File: src/rtl/pipe_ctrl.sv
// pipe_ctrl: hazard / stall / flush controller for a five-stage pipeline.
// Produces per-stage hold and bubble (NOP insert) enables from fetch, memory,
// multi-cycle EX, branch-redirect and load-use conditions.
// Optional feature macro: PIPE_CTRL_PERF_EN adds saturating stall/flush counters;
// when undefined the counter outputs are tied to zero and no counter state exists.
// Stage bit map for hold/bubble: 0 pc, 1 if_id, 2 id_ex, 3 ex_mem, 4 mem_wb.
module pipe_ctrl (
  input  logic        clk,
  input  logic        rst,
  input  logic        id_reg1_read_en,
  input  logic        id_reg2_read_en,
  input  logic [4:0]  id_reg1_addr,
  input  logic [4:0]  id_reg2_addr,
  input  logic        ex_is_load,
  input  logic        ex_reg_write_en,
  input  logic [4:0]  ex_reg_write_addr,
  input  logic        ex_multi_start,
  input  logic [5:0]  ex_multi_cycles,
  input  logic        ex_branch_flush,
  input  logic        if_stall_req,
  input  logic        mem_stall_req,
  output logic [4:0]  hold,
  output logic [4:0]  bubble,
  output logic        ex_busy,
  output logic        ex_multi_done,
  output logic [31:0] stall_cycles,
  output logic [31:0] flush_count
);

  typedef enum logic {IDLE = 1'b0, BUSY = 1'b1} state_e;

  state_e     state_q, state_d;
  logic [5:0] cnt_q, cnt_d;
  logic       flush_pending_q, flush_pending_d;
  logic       load_use;
  logic       blocked;
  logic       flush_issue;
  logic [4:0] hold_raw, bubble_raw;

  // State register: multi-cycle FSM, remaining-cycle counter and deferred flush flag.
  always_ff @(posedge clk or negedge rst) begin
    if (!rst) begin
      state_q         <= IDLE;
      cnt_q           <= 6'd0;
      flush_pending_q <= 1'b0;
    end else begin
      state_q         <= state_d;
      cnt_q           <= cnt_d;
      flush_pending_q <= flush_pending_d;
    end
  end

  // Multi-cycle EX sequencing; a memory stall freezes the whole sequence.
  always_comb begin
    state_d       = state_q;
    cnt_d         = cnt_q;
    ex_busy       = 1'b0;
    ex_multi_done = 1'b0;
    if (state_q == IDLE) begin
      if (ex_multi_start && !mem_stall_req) begin
        if (ex_multi_cycles >= 6'd2) begin
          ex_busy = 1'b1;
          state_d = BUSY;
          cnt_d   = ex_multi_cycles - 6'd1;
        end else begin
          ex_multi_done = 1'b1;
        end
      end
    end else begin
      if (mem_stall_req) begin
        ex_busy = 1'b1;
      end else if (cnt_q > 6'd1) begin
        ex_busy = 1'b1;
        cnt_d   = cnt_q - 6'd1;
      end else begin
        // cnt_q==1 is the last EX cycle; cnt_q==0 cannot occur but recovers to IDLE.
        ex_multi_done = (cnt_q == 6'd1);
        state_d       = IDLE;
        cnt_d         = 6'd0;
      end
    end
    if (!rst) begin
      ex_busy       = 1'b0;
      ex_multi_done = 1'b0;
    end
  end

  // Hazard detection and flush arbitration; a flush waits while EX or MEM is blocked.
  always_comb begin
    load_use = ex_is_load && ex_reg_write_en && (ex_reg_write_addr != 5'd0) &&
               ((id_reg1_read_en && (id_reg1_addr == ex_reg_write_addr)) ||
                (id_reg2_read_en && (id_reg2_addr == ex_reg_write_addr)));
    blocked     = mem_stall_req || ex_busy;
    flush_issue = !blocked && (ex_branch_flush || flush_pending_q);
    // A request arriving on the issue cycle merges into the flush being issued.
    flush_pending_d = flush_issue ? 1'b0 : (flush_pending_q || ex_branch_flush);
  end

  // Priority-ordered hold/bubble generation; bubble wins on any shared bit.
  always_comb begin
    hold_raw   = 5'b00000;
    bubble_raw = 5'b00000;
    if (mem_stall_req) begin
      hold_raw   = 5'b01111;
      bubble_raw = 5'b10000;
    end else if (ex_busy) begin
      hold_raw   = 5'b00111;
      bubble_raw = 5'b01000;
    end else if (flush_issue) begin
      hold_raw   = {4'b0000, if_stall_req};
      bubble_raw = 5'b00110;
    end else if (load_use) begin
      hold_raw   = 5'b00011;
      bubble_raw = 5'b00100;
    end else if (if_stall_req) begin
      hold_raw   = 5'b00001;
      bubble_raw = 5'b00010;
    end
    hold   = hold_raw & ~bubble_raw;
    bubble = bubble_raw;
    if (!rst) begin
      hold   = 5'b00000;
      bubble = 5'b11111;
    end
  end

`ifdef PIPE_CTRL_PERF_EN
  logic [31:0] stall_cycles_q, flush_count_q;

  // Saturating performance counters: PC-hold cycles and issued flushes.
  always_ff @(posedge clk or negedge rst) begin
    if (!rst) begin
      stall_cycles_q <= 32'd0;
      flush_count_q  <= 32'd0;
    end else begin
      if (hold[0] && (stall_cycles_q != 32'hFFFF_FFFF))
        stall_cycles_q <= stall_cycles_q + 32'd1;
      if (flush_issue && (flush_count_q != 32'hFFFF_FFFF))
        flush_count_q <= flush_count_q + 32'd1;
    end
  end

  assign stall_cycles = stall_cycles_q;
  assign flush_count  = flush_count_q;
`else
  assign stall_cycles = 32'd0;
  assign flush_count  = 32'd0;
`endif

endmodule

File: config.mk
export PLATFORM = sky130hd
export DESIGN_NAME = pipe_ctrl
export DESIGN_NICKNAME = d
export VERILOG_FILES = /design/src/rtl/pipe_ctrl.sv
export SDC_FILE = /design/constraint.sdc
export NUM_CORES = 1
export LEC_CHECK = 0
export CAP_MARGIN = 20
export CORE_UTILIZATION = 31
export DETAILED_ROUTE_END_ITERATION = 12
export HOLD_SLACK_MARGIN = 0.06
export PLACE_DENSITY = 0.79
export SYNTH_ARGS = -nofsm -noshare
export SYNTH_HDL_FRONTEND = slang
export SYNTH_SLANG_ARGS = --single-unit
File: constraint.sdc
create_clock -name clk -period 2.3 [get_ports clk]
set_clock_uncertainty 0.2 [all_clocks]
set_input_delay 0.46 -clock clk [delete_from_list [all_inputs] [get_ports clk]]
set_output_delay 0.46 -clock clk [all_outputs]
set_load 0.01 [all_outputs]
==> metrics.txt, run 1 <==
maximum capacitance violations=0; top-area cell type share of the netlist area=35.6%; top post-synthesis cells by area=buf_4 (36%), dfrtp_1 (15%), xor2_1 (5.8%); H-Tree Level Count=1; flops & latches, synth=8; Site Rows=23; Global Route Usage Sum=13.7%; final worst slack=-0.344 ns; height of the die=68.5 um; crit-path cells=or4_4 > nor3_2 > o31a_2 > buf_6 > nand2_4 > o211ai_1 > buf_2; TritonCTS clock tree=done; syn_area_per_cell=7.78 um^2; Slowest cell on crit path=or4_4; unrepaired setup endpoints after global routing=yes; Hold WS=0.177 ns; initial core utilization=33.3%; GRT overflow=0; Pleak=1.02 nW; remaining antenna violation count after routing=0; largest net degree at the start of global routing=14; EDFF count, synth=0; Crit path arrival time=1.98 ns; Vias/cell=4.12; first-pass GRT wire length=4.80 mm; wire length per cell=11.0 um; CTS sink count=8; Die X=68.5 um; Final Cycle Share=115%; Crit path largest cell delay=0.57 ns; cts bufs inserted=3; Fin. Hold Viols=0; Vias=1,262; Worst VDD drop=0.000226 V; clock latency on the worst-skew pair=0.23 ns; share of post-route cells with drive strength above 1=29.7%; Worst Path Max Fanout=3; drt drc=0; CP Capture Type=output pin; CP Class=reg2out; post-synth top area cell=buf_4; Synth async-reset ratio=100%; Hold/Removal Path Class=in2async; synth unique cells=39; P per Cell Area=642 nW/um^2; IO Count=107; setup TNS=-2.03 ns; most common cell in the netlist=buf_4; number of global-route vias before repair=1,054; area delta synth->final=44.2%; CP Data Required Time=1.64 ns; Routability Congestion=0.855; setup violators final=8; drt total wl=3.37 mm; failing checks=negative setup slack; Die ar.=4690 um^2; warning count from the yosys run=0; area of the multi-input gates=966 um^2; initial antenna violation count=0; nets@finish=293; sequential cell area fraction in the yosys report=14.6%; CTS Buffer Depth=2; Root Driver=clkbuf_8; Clock Pin Slew Worst Setup and Hold Paths=0.05 ns; Port Buffer Count=41; Cells after Synth=176; Max Fclk=378 MHz; dpl hpwl=2.64 mm; Slew Viols, Final=0; first-pass iteration count of the detailed router=4; Primary FF master, synth=dfrtp_1; Startpoint Class=flip-flop; Antenna diodes=0; Mapped Area=1370 um^2; Top delay family on crit path=simple AND/OR/NAND/NOR gates; outcome=finished with violations; Bufs and invs on worst path=2; post-route minimum period=2.64 ns; # hold bufs at CTS=0; core area=4120 um^2; filler cell count in the final layout=416; Initial DRC Count=44; FF+latch area=200 um^2; most instantiated cells after synthesis=buf_4 (65), nor2_1 (11), nand2_1 (10), xor2_1 (9), dfrtp_1 (8)
[cell type report]
type / count / share of cell area [%]
inverter: 7 / 1.33
multi-input combinational: 158 / 48.9
clock buffer: 3 / 2.09
timing repair buffer: 80 / 34.4
sequential: 8 / 10.1
tap: 50 / 3.17
[placed cells by master (no fill, tap or decap), types with 2 or more instances in the layout]
cell type         n
clkdlybuf4s50_1  10
clkbuf_2          2
dlymetal6s2s_1    6
nor3_1            4
o21ai_1           3
clkdlybuf4s15_1   3
xnor2_1           5
nor2b_1           2
nand2_1           9
o211ai_1          3
or4_4             2
conb_1           65
nand3_1           3
xor2_1            8
dfrtp_1           8
inv_1             6
o21ai_0           6
nor2_2            2
dlygate4sd2_1     9
buf_2             8
a21oi_1           2
a22o_1            2
clkbuf_8          3
nor2_1           10
ha_1              2
nand2b_1          3
buf_6             7
buf_4            34
ha_2              2
[sequential cells by signal (all words and copies together), names as in the netlist]
| name | cells |
|---|---|
| state_q | 1 |
| flush_pending_q | 1 |
| cnt_q | 6 |
[kinds of logic (layout without fill, tap and decap cells)]
family | count (synthesis) | in the layout | share of synthesized area (%)
XOR/XNOR | 14 | 14 | 8.95
adder cells (fa/ha/maj) | 4 | 4 | 3.65
buffers and inverters | 74 | 90 | 38.1
AO/OA/AOI/OAI | 30 | 30 | 16.5
other | 1 | 65 | 0.274
flip-flops | 8 | 8 | 14.6
AND/OR/NAND/NOR | 45 | 45 | 17.9
[metal layers]
metal,track usage [%],share of wire (%),vias to the layer above,routed length (um)
li1,-,-,623,-
met3,3.67,5.4,0,183
met2,26.5,58,51,1940
met4,2.34,0,0,0
met1,14.9,37,588,1240
met5,0,0,-,0
[stage by stage]
step | instance area, um^2 | worst slack (ns) | util (%) | power (mW) | instances
finish | 1980 | -0.344 | 48.0 | 1.27 | 306
global route | 1980 | -0.424 | 48.0 | 1.37 | 306
CTS | 1910 | -0.390 | 46.3 | 1.21 | 303
detailed placement | 1820 | -1.06 | 44.2 | 0.986 | 295
global placement | 1820 | -1.01 | 44.2 | 0.969 | 295
floorplan | 1610 | -0.148 | - | 0.735 | 240
[path summary, 6_finish.rpt]
kind | from | endpoint | slack (ns) | cells after the start
max | cnt_q[2] | bubble[1] | -0.34 | 7
min | rst | flush_pending_q | 0.18 | 3
max reg2reg | cnt_q[2] | cnt_q[3] | 0.14 | 6
min reg2reg | cnt_q[4] | cnt_q[4] | 0.42 | 2
max in group asynchronous | rst | cnt_q[4] | 1.58 | 3
min in group clk | cnt_q[4] | cnt_q[4] | 0.42 | 2
[worst register-to-register path, delay by kind of cell, from the launching register on]
kind	cells	cell delay [ns]
DFF	1	0.37
AOI/OAI and AO/OA	3	0.60
buffers and inverters	1	0.15
and+or+nand+nor	2	0.72
[repair_timing]
item | CTS | global route
pin swaps | 16 | 16
buffers inserted | 5 | 3
gates resized for setup | 75 | 20
setup endpoints to repair | 15 | 9
[power breakdown]
part	internal (mW)	total, mW	leakage, nW	switching (mW)
logic	0.424	0.836	0.908	0.412
registers	0.205	0.257	0.0912	0.0523
clock network	0.114	0.176	0.0216	0.0624
total	0.743	1.27	1.02	0.527
No activity file was read; power rests on OpenSTA's default activity.
==> inputs of run 2 (changes only) <==
==> constraint.sdc (replaced) <==
create_clock -name clk -period 2.3 [get_ports clk]
set_clock_uncertainty 0.2 [all_clocks]
set_input_delay 0.575 -clock clk [delete_from_list [all_inputs] [get_ports clk]]
set_output_delay 0.575 -clock clk [all_outputs]
set_load 0.01 [all_outputs]
==> run 2 against run 1 <==
The flow still finishes with violations (negative setup slack); sequential share of layout area is 0.11 points lower; routed wire length is 1.6% higher; power is 2.5% lower.
==> metrics.txt, run 2 (synthesis results as in run 1) <==
outcome=finished with violations; failing checks=negative setup slack; Routability Congestion=0.806 (-5.8%); cts bufs inserted=3 (unchanged); Slowest cell on crit path=or4_4; Final Cycle Share=125% (+10 points); remaining antenna violation count after routing=0 (unchanged); number of global-route vias before repair=1,142 (+8.3%); met3 usage=3.00% (-0.67 points); Global Route Usage Sum=14.6% (+0.83 points); IO Count=107 (unchanged); Net Switching=0.516 mW (-1.9%); commonest cells after routing, fill and taps aside=conb_1 (65), buf_4 (40), dlygate4sd2_1 (11); Port Buffer Count=41 (unchanged); CP Data Required Time=1.52 ns (-0.12 ns); Die ar.=4690 um^2 (unchanged); TritonCTS clock tree=done; Fin. Hold Viols=0 (unchanged); final design utilization=48.6% (+0.55 points); P per Cell Area=620 nW/um^2 (-3.5%); post-route minimum period=2.88 ns (+0.236 ns); R2R Path Start=cnt_q[5]; Vias/cell=4.17 (+1.1%); Startpoint Class=input port; drt drc=0 (unchanged); biggest regs=cnt_q (6), flush_pending_q (1), state_q (1); drt total wl=3.42 mm (+1.6%); met2 usage=29.9% (+3.4 points); CTS sink count=8 (unchanged); dpl hpwl=2.71 mm (+2.8%); most common cell after layout, fill and taps aside=conb_1; GRT overflow=0 (unchanged); HP Start=cnt_q[5]; Clock Pin Slew Worst Setup and Hold Paths=0.04 ns (about the same); first-pass iteration count of the detailed router=5 (+1); Placement Cell Area=1830 um^2 (+0.69%); P_int=0.722 mW (-2.8%); height of the die=68.5 um (unchanged); nets@finish=297 (+1.4%); setup violators final=8 (unchanged); first-pass GRT wire length=5.04 mm (+5.0%); Root Driver=clkbuf_8; H-Tree Level Count=1 (unchanged); most flop-heavy register=cnt_q; setup TNS=-3.95 ns (-1.92 ns); core area=4120 um^2 (unchanged); Worst VDD drop=0.000267 V (+18%); # hold bufs at CTS=0 (unchanged); Top delay family on crit path=simple AND/OR/NAND/NOR gates; Bufs and invs on worst path=3 (+1); Vias=1,292 (+2.4%); Crit path arrival time=2.11 ns (+0.13 ns); final instance area=2000 um^2 (+1.1%); Site Rows=23 (unchanged); clock share of power=14.0% (about the same); CP Class=in2out; Combinational Power Share=65.2% (-0.6 points); crit-path cells=buf_6 > or4_4 > nor4_4 > o31a_2 > buf_4 > nand2_1 > o211ai_1 > buf_2; CTS Buffer Depth=2 (unchanged); CP Capture Type=output pin; Post-Place Setup Slack=-1.28 ns (-0.223 ns); share of post-route cells with drive strength above 1=33.8% (+4.2 points); max reg flops=6 (unchanged); maximum capacitance violations=0 (unchanged); grt met1 use=14.9% (about the same); Crit path largest cell delay=0.55 ns (-0.02 ns); Hold/Removal Path Class=reg2reg; Seq pwr share=20.7% (+0.4 points); initial core utilization=33.3% (unchanged); Antenna diodes=0 (unchanged); Slew Viols, Final=0 (unchanged); global route hottest layer=met2; worst setup path start=ex_multi_cycles[4]; clock latency on the worst-skew pair=0.23 ns (about the same); Initial DRC Count=97 (+120%); Pleak=1.01 nW (-1.4%); Die X=68.5 um (unchanged); Sw Ratio=41.7% (+0.22 points); Max Fclk=347 MHz (-8.2%); largest net degree at the start of global routing=14 (unchanged); Worst Path Max Fanout=4 (+1); wire length per cell=11.0 um (+0.29%); final worst slack=-0.580 ns (-0.236 ns); unrepaired setup endpoints after global routing=yes; initial antenna violation count=0 (unchanged); area delta synth->final=45.8%
==> run 2: what timing repair did <==
action | 4_1_cts | 5_1_grt
setup endpoints to repair | 15 | 8
gates resized for setup | 87 | 23
pin swaps | 16 | 16
buffers inserted | 8 | 3
==> run 2: layer usage <==
layer	vias to the layer above	share of wire (%)
li1	630	-
met1	591	35
met2	67	58
met3	4	6.1
met4	0	0.91
met5	-	0
==> run 2: path summary, 6_finish.rpt <==
path,cells past startpoint,slack [ns],end
min reg2reg,2,0.36,cnt_q[5]
min in group asynchronous,3,0.42,flush_pending_q
min,2,0.36,cnt_q[5]
max,8,-0.58,bubble[1]
max reg2reg,6,0.13,cnt_q[3]
max in group asynchronous,3,1.33,state_q
==> run 2: cell type report <==
class	count	area (um^2)
Sequential cell	8	200
Inverter	7	26.3
Multi-Input combinational cell	158	982
Tap cell	50	62.6
Clock buffer	3	41.3
Fill cell	406	2120
Timing Repair Buffer	84	686
==> run 2: worst min-delay path, delay by kind of cell (launching register included) <==
family	cells	cell delay, ns
compound gates	1	0.07
flops	1	0.38
simple gates	1	0.06
==> run 2: power by group through the flow <==
stage	clock network, mW	registers, mW	logic, mW
final	0.174	0.257	0.807
after global routing	0.183	0.266	0.887
after CTS	0.177	0.257	0.760
after detailed placement	0	0.258	0.737
after global placement	0	0.255	0.717
after floorplan	0	0.246	0.494
==> run 2: through the flow <==
step                      instances  hold slack [ns]  power [mW]
after global routing            310            0.418        1.34
after global placement          296            0.335       0.972
after CTS                       307            0.365        1.19
after detailed placement        296            0.354       0.995
after floorplan                 240           0.0794       0.740
final                           310            0.358        1.24
==> inputs of run 3 (changes only) <==
--- a/config.mk
+++ b/config.mk
@@ -10,6 +10,7 @@
 export DETAILED_ROUTE_END_ITERATION = 12
 export HOLD_SLACK_MARGIN = 0.06
 export PLACE_DENSITY = 0.79
+export SKIP_CTS_REPAIR_TIMING = 1
 export SYNTH_ARGS = -nofsm -noshare
 export SYNTH_HDL_FRONTEND = slang
 export SYNTH_SLANG_ARGS = --single-unit
==> run 3 against run 2 <==
The flow still finishes with violations (negative setup slack); critical path depth is the same; power increased by 0.35%; utilization about the same; routed wire length grew 3.3%; combinational power grew 0.6%; non-clock buffer count decreased by 5; highest routed layer unchanged.
==> metrics.txt, run 3 (synthesis results as in run 1) <==
Antenna diodes=0 (unchanged); GRT overflow=0 (unchanged); post-route minimum period=2.95 ns (+0.0730 ns); clock latency on the worst-skew pair=0.23 ns (about the same); Slew Viols, Final=0 (unchanged); crit-path cells=buf_6 > or4_4 > nor4_4 > o31a_2 > buf_6 > nand2_2 > o211ai_1 > buf_2; Top delay family on crit path=simple AND/OR/NAND/NOR gates; Global Route Usage Sum=13.3% (-1.3 points); most flop-heavy register=cnt_q; area delta synth->final=45.9% (about the same); cts bufs inserted=3 (unchanged); CP Capture Type=output pin; number of global-route vias before repair=1,062 (-7.0%); Fin. Hold Viols=0 (unchanged); Crit path arrival time=2.18 ns (+0.07 ns); nets@finish=292 (-1.7%); final instance area=2000 um^2 (about the same); most common cell after layout, fill and taps aside=conb_1; initial core utilization=33.3% (unchanged); Max Fclk=339 MHz (-2.5%); share of post-route cells with drive strength above 1=28.6% (-5.2 points); Final Cycle Share=128% (+3.2 points); final design utilization=48.6% (about the same); maximum capacitance violations=0 (unchanged); Die ar.=4690 um^2 (unchanged); Crit path largest cell delay=0.56 ns (about the same); Slowest cell on crit path=or4_4; Vias/cell=4.24 (+1.7%); initial antenna violation count=0 (unchanged); drt total wl=3.53 mm (+3.3%); Final Power=1.24 mW (+0.35%); unrepaired setup endpoints after global routing=yes; CTS sink count=8 (unchanged); P per Cell Area=621 nW/um^2 (+0.28%); drt drc=0 (unchanged); CP Class=in2out; commonest cells after routing, fill and taps aside=conb_1 (65), buf_4 (36), dlymetal6s2s_1 (18), clkdlybuf4s50_1 (12), nor2_1 (10); largest net degree at the start of global routing=14 (unchanged); Root Driver=clkbuf_8; Pleak=1.10 nW (+9.7%); wire length per cell=11.6 um (+5.0%); Port Buffer Count=41 (unchanged); dpl hpwl=2.71 mm (unchanged); Inst Count DP=296 (unchanged); TritonCTS clock tree=done; Placement Cell Area=1830 um^2 (unchanged); core area=4120 um^2 (unchanged); Startpoint Class=input port; first-pass GRT wire length=4.57 mm (-9.3%); Routability Congestion=0.806 (unchanged); max reg flops=6 (unchanged); final worst slack=-0.653 ns (-0.0730 ns); first-pass iteration count of the detailed router=5 (unchanged); H-Tree Level Count=1 (unchanged); Initial DRC Count=58 (-40%); IO Count=107 (unchanged); Hold/Removal Path Class=in2async; failing checks=negative setup slack; Die X=68.5 um (unchanged); Post-Place Setup Slack=-1.28 ns (unchanged); remaining antenna violation count after routing=0 (unchanged); CTS Buffer Depth=2 (unchanged); setup violators final=8 (unchanged); CP Data Required Time=1.52 ns (about the same); Site Rows=23 (unchanged); outcome=finished with violations; Vias=1,293 (+0.077%); Worst Path Max Fanout=5 (+1); biggest regs=cnt_q (6), flush_pending_q (1), state_q (1); Worst VDD drop=0.000273 V (+2.1%); Clock Pin Slew Worst Setup and Hold Paths=0.04 ns (about the same); height of the die=68.5 um (unchanged); Finished Layout Cells=305 (-1.6%); crit-path most repeated cell=buf_6; Bufs and invs on worst path=3 (unchanged)
## run 3: path summary, 6_finish.rpt
path | start | to | slack (ns) | depth (start not counted)
setup / recovery | ex_multi_cycles[4] | bubble[1] | -0.65 | 8
hold / removal | rst | flush_pending_q | 0.31 | 3
setup reg to reg | cnt_q[5] | cnt_q[3] | 0.12 | 6
hold reg to reg | cnt_q[5] | cnt_q[5] | 0.35 | 2
max in group asynchronous | rst | cnt_q[2] | 1.45 | 3
min in group clk | cnt_q[5] | cnt_q[5] | 0.35 | 2
## run 3: power by group
| part | switching (mW) | total [mW] | internal (mW) |
|---|---|---|---|
| registers | 0.0519 | 0.257 | 0.205 |
| clock network | 0.0594 | 0.173 | 0.114 |
| logic | 0.404 | 0.812 | 0.409 |
| total | 0.515 | 1.24 | 0.727 |
## run 3: per-layer routing
| layer | vias to the layer above | global-route usage [%] | wire length, um |
|---|---|---|---|
| met5 | - | 0 | 0 |
| met3 | 4 | 3.17 | 225 |
| met2 | 63 | 26.8 | 2060 |
| met4 | 0 | 2.34 | 41 |
| met1 | 606 | 13.5 | 1210 |
| li1 | 620 | - | - |
## run 3: through the flow
step	setup TNS (ns)	hold slack, ns
2_1_floorplan	-1.59	0.0794
3_3_place_gp	-12.34	0.335
3_5_place_dp	-12.98	0.354
4_1_cts	-11.54	0.365
5_1_grt	-4.78	0.295
6_report	-4.22	0.306
## run 3: area by class of cell
| type | count | area (um^2) |
|---|---|---|
| flip-flops and latches | 8 | 200 |
| clock buffers | 3 | 41.3 |
| fillers | 405 | 2120 |
| inverters | 7 | 26.3 |
| repair buffers | 79 | 706 |
| multi-input cells | 158 | 963 |
| well taps | 50 | 62.6 |
## run 3: worst reg2reg max path, stage by stage, from the launching register on
cell	delay [ns]
dfrtp_1	0.40
or4_4	0.56
buf_4	0.18
o21ai_1	0.28
nand2b_1	0.16
o22ai_1	0.07
a22o_1	0.22
